$ cat src/rtl/HighLevelControl.sv
// Shared control-path types: PC source select plus the branch predictor's
// counter encoding and pipeline stage record.
`ifndef BIT_COUNT
`define BIT_COUNT 32
`endif

package HighLevelControl;

  // Source of the next PC as decided after the conditional check in C.
  typedef enum logic [1:0] {
    Step_C   = 2'b00,
    Branch_C = 2'b01,
    Jump_C   = 2'b10,
    Trap_C   = 2'b11
  } pcSrc;

  // 2-bit saturating direction counter; the MSB is the taken prediction.
  typedef enum logic [1:0] {
    StrongNT = 2'b00,
    WeakNT   = 2'b01,
    WeakT    = 2'b10,
    StrongT  = 2'b11
  } bpCounter;

  // Prediction carried alongside an instruction through R and C.
  typedef struct packed {
    logic                  valid;
    logic [`BIT_COUNT-1:0] pc;
    logic                  predTaken;
    logic [`BIT_COUNT-1:0] predTarget;
  } bpStage;

endpackage

$ cat src/rtl/branch_target_table.sv
// Direct-mapped predictor storage: one lookup port for fetch, one read port
// for the resolving C-stage instruction, and one write/allocate port.
`ifndef BIT_COUNT
`define BIT_COUNT 32
`endif

module branch_target_table
  import HighLevelControl::*;
#(
  parameter int ENTRIES = 16,
  parameter int IDX     = 4,
  parameter int TAGW    = 26,
  parameter int DW      = 32
) (
  input  logic            clk,
  input  logic            reset,
  input  logic [IDX-1:0]  lk_idx_i,
  input  logic [TAGW-1:0] lk_tag_i,
  output logic            lk_hit_o,
  output logic            lk_jump_o,
  output bpCounter        lk_ctr_o,
  output logic [DW-1:0]   lk_target_o,
  input  logic [IDX-1:0]  tr_idx_i,
  input  logic [TAGW-1:0] tr_tag_i,
  output logic            tr_hit_o,
  output bpCounter        tr_ctr_o,
  output logic [DW-1:0]   tr_target_o,
  input  logic            wr_en_i,
  input  logic [IDX-1:0]  wr_idx_i,
  input  logic [TAGW-1:0] wr_tag_i,
  input  logic            wr_jump_i,
  input  bpCounter        wr_ctr_i,
  input  logic [DW-1:0]   wr_target_i
);

  logic            valid_q  [ENTRIES];
  logic [TAGW-1:0] tag_q    [ENTRIES];
  logic            jump_q   [ENTRIES];
  bpCounter        ctr_q    [ENTRIES];
  logic [DW-1:0]   target_q [ENTRIES];

  // Reads are purely combinational; a same-cycle write is not bypassed.
  assign lk_hit_o    = valid_q[lk_idx_i] && (tag_q[lk_idx_i] == lk_tag_i);
  assign lk_jump_o   = jump_q[lk_idx_i];
  assign lk_ctr_o    = ctr_q[lk_idx_i];
  assign lk_target_o = target_q[lk_idx_i];

  assign tr_hit_o    = valid_q[tr_idx_i] && (tag_q[tr_idx_i] == tr_tag_i);
  assign tr_ctr_o    = ctr_q[tr_idx_i];
  assign tr_target_o = target_q[tr_idx_i];

  // Clear every entry on reset; otherwise apply the single training write.
  always_ff @(posedge clk or posedge reset) begin
    if (reset) begin
      for (int i = 0; i < ENTRIES; i++) begin
        valid_q[i]  <= 1'b0;
        tag_q[i]    <= '0;
        jump_q[i]   <= 1'b0;
        ctr_q[i]    <= WeakNT;
        target_q[i] <= '0;
      end
    end else if (wr_en_i) begin
      valid_q[wr_idx_i]  <= 1'b1;
      tag_q[wr_idx_i]    <= wr_tag_i;
      jump_q[wr_idx_i]   <= wr_jump_i;
      ctr_q[wr_idx_i]    <= wr_ctr_i;
      target_q[wr_idx_i] <= wr_target_i;
    end
  end

endmodule

$ cat src/rtl/branch_predictor.sv
// Fetch-side branch predictor: zero-cycle lookup in I, prediction carried
// through R and C, correctness report and table training on C resolution.
`ifndef BIT_COUNT
`define BIT_COUNT 32
`endif

module branch_predictor
  import HighLevelControl::*;
#(
  parameter int ENTRIES = 16
) (
  input  logic                  clk,
  input  logic                  reset,
  input  logic [`BIT_COUNT-1:0] PC_I,
  output logic                  Predict,
  output logic [`BIT_COUNT-1:0] Prediction,
  input  logic                  EnableR,
  input  logic                  FlushR,
  input  logic                  EnableC,
  input  logic                  FlushC,
  input  pcSrc                  PCSrcPostConditional_C,
  input  logic                  ResolvedTaken_C,
  input  logic [`BIT_COUNT-1:0] ResolvedTarget_C,
  output logic                  PredictionCorrect_C
);

  localparam int IDX  = $clog2(ENTRIES);
  localparam int TAGW = `BIT_COUNT - IDX - 2;

  // Next counter value after a resolution that hit the table.
  function automatic bpCounter bp_next_counter(input bpCounter cur, input logic taken,
                                               input logic is_jump);
    bpCounter nxt;
    if (is_jump) begin
      nxt = StrongT;
    end else if (taken) begin
      nxt = (cur == StrongT) ? StrongT : bpCounter'(cur + 2'd1);
    end else begin
      nxt = (cur == StrongNT) ? StrongNT : bpCounter'(cur - 2'd1);
    end
    return nxt;
  endfunction

  bpStage r_q, r_d, c_q, c_d;

  logic                  lk_hit_s, lk_jump_s, tr_hit_s;
  bpCounter              lk_ctr_s, tr_ctr_s, wr_ctr_s;
  logic [`BIT_COUNT-1:0] lk_target_s, tr_target_s, wr_target_s;
  logic                  wr_en_s, wr_jump_s;
  logic                  ctrl_c_s, jump_c_s, actual_taken_s, train_s;
  logic                  unused_pc_bits_s;

  branch_target_table #(
    .ENTRIES(ENTRIES),
    .IDX    (IDX),
    .TAGW   (TAGW),
    .DW     (`BIT_COUNT)
  ) u_table (
    .clk        (clk),
    .reset      (reset),
    .lk_idx_i   (PC_I[IDX+1:2]),
    .lk_tag_i   (PC_I[`BIT_COUNT-1:IDX+2]),
    .lk_hit_o   (lk_hit_s),
    .lk_jump_o  (lk_jump_s),
    .lk_ctr_o   (lk_ctr_s),
    .lk_target_o(lk_target_s),
    .tr_idx_i   (c_q.pc[IDX+1:2]),
    .tr_tag_i   (c_q.pc[`BIT_COUNT-1:IDX+2]),
    .tr_hit_o   (tr_hit_s),
    .tr_ctr_o   (tr_ctr_s),
    .tr_target_o(tr_target_s),
    .wr_en_i    (wr_en_s),
    .wr_idx_i   (c_q.pc[IDX+1:2]),
    .wr_tag_i   (c_q.pc[`BIT_COUNT-1:IDX+2]),
    .wr_jump_i  (wr_jump_s),
    .wr_ctr_i   (wr_ctr_s),
    .wr_target_i(wr_target_s)
  );

  // Instructions are word aligned, so the low PC bits never index or tag.
  assign unused_pc_bits_s = ^{PC_I[1:0], c_q.pc[1:0]};

  // Fetch prediction; forced low while reset is held.
  assign Predict    = !reset && lk_hit_s &&
                      (lk_jump_s || (lk_ctr_s == WeakT) || (lk_ctr_s == StrongT));
  assign Prediction = (!reset && lk_hit_s) ? {lk_target_s[`BIT_COUNT-1:1], 1'b0} : '0;

  // A jump is always taken regardless of ResolvedTaken_C.
  assign jump_c_s       = (PCSrcPostConditional_C == Jump_C);
  assign ctrl_c_s       = (PCSrcPostConditional_C == Branch_C) || jump_c_s;
  assign actual_taken_s = jump_c_s || ResolvedTaken_C;

  assign PredictionCorrect_C = !reset && c_q.valid && ctrl_c_s &&
                               (c_q.predTaken == actual_taken_s) &&
                               (!actual_taken_s || (c_q.predTarget == ResolvedTarget_C));

  // Train only as the instruction leaves C, so stalls never repeat the write.
  assign train_s = c_q.valid && ctrl_c_s && EnableC && !FlushC;

  // Build the table write: update on hit, allocate on a taken miss.
  always_comb begin
    wr_en_s     = 1'b0;
    wr_jump_s   = jump_c_s;
    wr_ctr_s    = tr_ctr_s;
    wr_target_s = tr_target_s;
    if (train_s) begin
      if (tr_hit_s) begin
        wr_en_s     = 1'b1;
        wr_ctr_s    = bp_next_counter(tr_ctr_s, actual_taken_s, jump_c_s);
        wr_target_s = actual_taken_s ? ResolvedTarget_C : tr_target_s;
      end else if (actual_taken_s) begin
        wr_en_s     = 1'b1;
        wr_ctr_s    = jump_c_s ? StrongT : WeakT;
        wr_target_s = ResolvedTarget_C;
      end else begin
        wr_en_s     = 1'b0;
      end
    end else begin
      wr_en_s = 1'b0;
    end
  end

  // Stage next-state: flush clears, enable advances, otherwise hold.
  always_comb begin
    r_d = r_q;
    c_d = c_q;
    if (FlushR) begin
      r_d = '0;
    end else if (EnableR) begin
      r_d.valid      = 1'b1;
      r_d.pc         = PC_I;
      r_d.predTaken  = Predict;
      r_d.predTarget = Prediction;
    end else begin
      r_d = r_q;
    end
    if (FlushC) begin
      c_d = '0;
    end else if (EnableC) begin
      c_d = r_q;
    end else begin
      c_d = c_q;
    end
  end

  // R and C prediction registers.
  always_ff @(posedge clk or posedge reset) begin
    if (reset) begin
      r_q <= '0;
      c_q <= '0;
    end else begin
      r_q <= r_d;
      c_q <= c_d;
    end
  end

endmodule

$ cat config.mk
export PLATFORM = sky130hd
export DESIGN_NAME = branch_predictor
export DESIGN_NICKNAME = d
export VERILOG_FILES = /design/src/rtl/HighLevelControl.sv /design/src/rtl/branch_target_table.sv /design/src/rtl/branch_predictor.sv
export SDC_FILE = /design/constraint.sdc
export NUM_CORES = 2
export LEC_CHECK = 0
export BUFFER_PORTS_ARGS = -buffer_cell sky130_fd_sc_hd__buf_2
export CAP_MARGIN = 0
export CORE_MARGIN = 2
export CORE_UTILIZATION = 55
export CTS_CLUSTER_SIZE = 40
export DETAILED_ROUTE_END_ITERATION = 10
export MAX_ROUTING_LAYER = met4
export PLACE_DENSITY_LB_ADDON = 0.2
export SYNTH_ARGS = -nofsm -noshare
export SYNTH_HDL_FRONTEND = slang
export SYNTH_HIERARCHICAL = 1
export SYNTH_SLANG_ARGS = --single-unit
$ cat constraint.sdc
create_clock -name clk -period 29.7 [get_ports clk]
set_input_delay 2.97 -clock clk [delete_from_list [all_inputs] [get_ports clk]]
set_output_delay 2.97 -clock clk [all_outputs]
set_load 0.01 [all_outputs]
==> results.cfg <==
[outcome]
status = finished with violations
violations = design-rule violations

[worst_setup_path]
cp_num_buf_inv = 4
cp.required_ns = 26.73
criticalPathCategory = in -> out
path_cells = buf_6 -> buf_4 -> buf_4 -> mux4_2 -> mux2i_1 -> xnor2_1 -> nor3_1 -> a31oi_1 -> and4b_1 -> o2111a_1 -> nor2b_4 -> and2_1 -> buf_2
r2r_setup_slack_ns = 20.89
arrival_ns = 8.70
crit_family = simple AND/OR/NAND/NOR gates
r2r-start = c_q[36]
cp-end-kind = primary output
rr_endpoint = u_table/tag_q[7]
r2r_cells = 14
critPathMaxFanout = 45
cp_slowest_cell = nor2b_4
crit_path_frequent_cell = buf_4
cpPeakStageDelay_ns = 1.12
crit_path_start_kind = primary input

[timing]
whs_ns = 0.4948
setup_viol = 0
finalCritPeriodShare = 0.3931
period_needed_ns = 11.67
clock_skew_ns = 0.03520
relSlewSlack = 0.08924
tightest_slew_ns = 1.363
fin_tns_setup_ns = 0
rsz0062_at_grt = no
max_freq_mhz = 85.66
slew_viol_final = 0
finalHoldViolations = 0

[clock_tree]
cts_root_buffer = clkbuf_16
cts_setup_buffers = 0
cts_tree = done
cts_htree_levels = 3
insertion_delay_ns = 0.71
postCtsHoldBufs = 0
cts.repair.resized = 0
clk_pin_slew_ns = 0.06
cts.sinks = 1102
cts_buffer_depth = 3
cts_made_buffers = 117

[worst_hold_path]
worstHoldPathType = reg -> reg
hold_depth = 1
hold_start = u_table/valid_q[14]
holdPathEnd = u_table/valid_q[14]

[finish]
drive_gt1_frac = 0.5003
final_nets = 3833
area_delta_synth_final_pct = 9.280
mostFrequentLayoutCells = 1082 x dfrtp_1, 975 x mux2_2, 536 x mux4_2, 178 x mux2i_1, 119 x clkbuf_16
final_common_cell = dfrtp_1
fillers = 7974

[power]
seq_power_share = 0.470
switchingPower_uw = 749.4
combPwrFrac = 0.054
power.share.clock = 0.475
intPower_mw = 2.483
swShare = 0.2319
power.density_nw_per_um2 = 50.57
p_leak_nw = 29.31
peakVddDrop_uv = 48.51

[detailed_routing]
wirelength_mm = 162.0
wl_per_cell_um = 30.85
first_iter_violations = 3740
via_per_inst = 6.760
final_antenna_net_count = 0
drtPass1Iterations = 10
remaining_drc_errors = 12
vias = 35500

[grt]
track_usage = 0.3134
first_global_vias = 36210
grt_max_degree = 172
grt_pass1_wl_mm = 244.2
antenna_found_initial = 3
overflow = 0

[die]
die_w_um = 330.1
die_h_um = 330.1
core_region_area_um2 = 105400
start_util = 0.5548
dieArea_um2 = 109000
row_count = 119
io_pins = 107

[logic_synthesis]
synth_nets = 3894
synth-warning-count = 6
postSynthCellCount = 3820
synth_area_um2 = 58490
syn_area_per_cell_um2 = 15.31

[place]
io_buffers = 103
dp.final_hpwl_mm = 92.22
gp_congestion = 0.9267

[job]
drv_cap = 0
## final cells by class
class                      count  area [um^2]  share of cell area
antenna                        3        7.507           0.0001175
sequential                  1102        27610              0.4319
clock inverter                42        585.6            0.009161
clock buffer                 176         3482             0.05448
inverter                      28        118.9            0.001860
timing repair buffer         169         1110             0.01736
multi-input combinational   2341        29260              0.4578
tap                         1391         1740             0.02723
## registers in the layout (all words and copies together), names as in the netlist
| name | flops |
|---|---|
| u_table/target_q | 496 |
| u_table/tag_q | 416 |
| c_q | 63 |
| r_q | 63 |
| u_table/ctr_q | 32 |
| u_table/jump_q | 16 |
| u_table/valid_q | 16 |
## power by group through the flow
| stage | registers, mW | clock network, mW | logic [mW] |
|---|---|---|---|
| after floorplan | 1.54 | 0 | 0.122 |
| after global placement | 1.55 | 0 | 0.176 |
| after detailed placement | 1.55 | 0 | 0.176 |
| after CTS | 1.52 | 1.56 | 0.177 |
| after global routing | 1.52 | 1.62 | 0.188 |
| final | 1.52 | 1.54 | 0.176 |
## worst register-to-register path: stages (launching register included)
cell and delay [ns]:
dfrtp_4 1.01, buf_4 0.84, mux4_2 0.60, mux2i_1 0.28
xnor2_1 0.21, nand4_1 0.27, o41ai_1 1.02, nand4_1 0.43
a2111oi_2 0.77, o31a_1 0.25, and2_1 0.41, nand2_1 0.22
nor2_4 0.92, buf_4 0.99, mux2_2 0.45
## stage by stage
step | std cells | total power [mW] | setup WS [ns] | util | instance area (um^2)
finish | 5252 | 3.232 | 18.03 | 0.6063 | 63920
floorplan | 3820 | 1.664 | 13.30 | - | 58490
global route | 5251 | 3.332 | 17.98 | 0.6063 | 63920
global placement | 5031 | 1.722 | 18.20 | 0.5677 | 59840
detailed placement | 5031 | 1.724 | 18.18 | 0.5677 | 59840
CTS | 5249 | 3.257 | 18.17 | 0.6063 | 63910
## worst max-delay path by stage
stage | from | depth (start not counted) | endpoint | slack (ns)
2_1_floorplan | reset | 1 | u_table/ctr_q[11] | 13.30
3_3_place_gp | PC_I[4] | 13 | Prediction[13] | 18.20
3_5_place_dp | PC_I[4] | 13 | Prediction[13] | 18.18
4_1_cts | PC_I[4] | 13 | Prediction[13] | 18.17
5_1_grt | PC_I[4] | 13 | Prediction[13] | 17.98
6_report | PC_I[4] | 13 | Prediction[13] | 18.03
## per-layer routing
layer,routed length [um],global-route usage,vias up,share of wire
li1,-,-,14510,-
met1,69880,0.4513,19460,0.43
met2,76860,0.4709,1266,0.47
met3,11000,0.04792,264,0.068
met4,4311,0.08440,0,0.027
met5,0,-,-,0
Power figures use the tool's default switching activity.
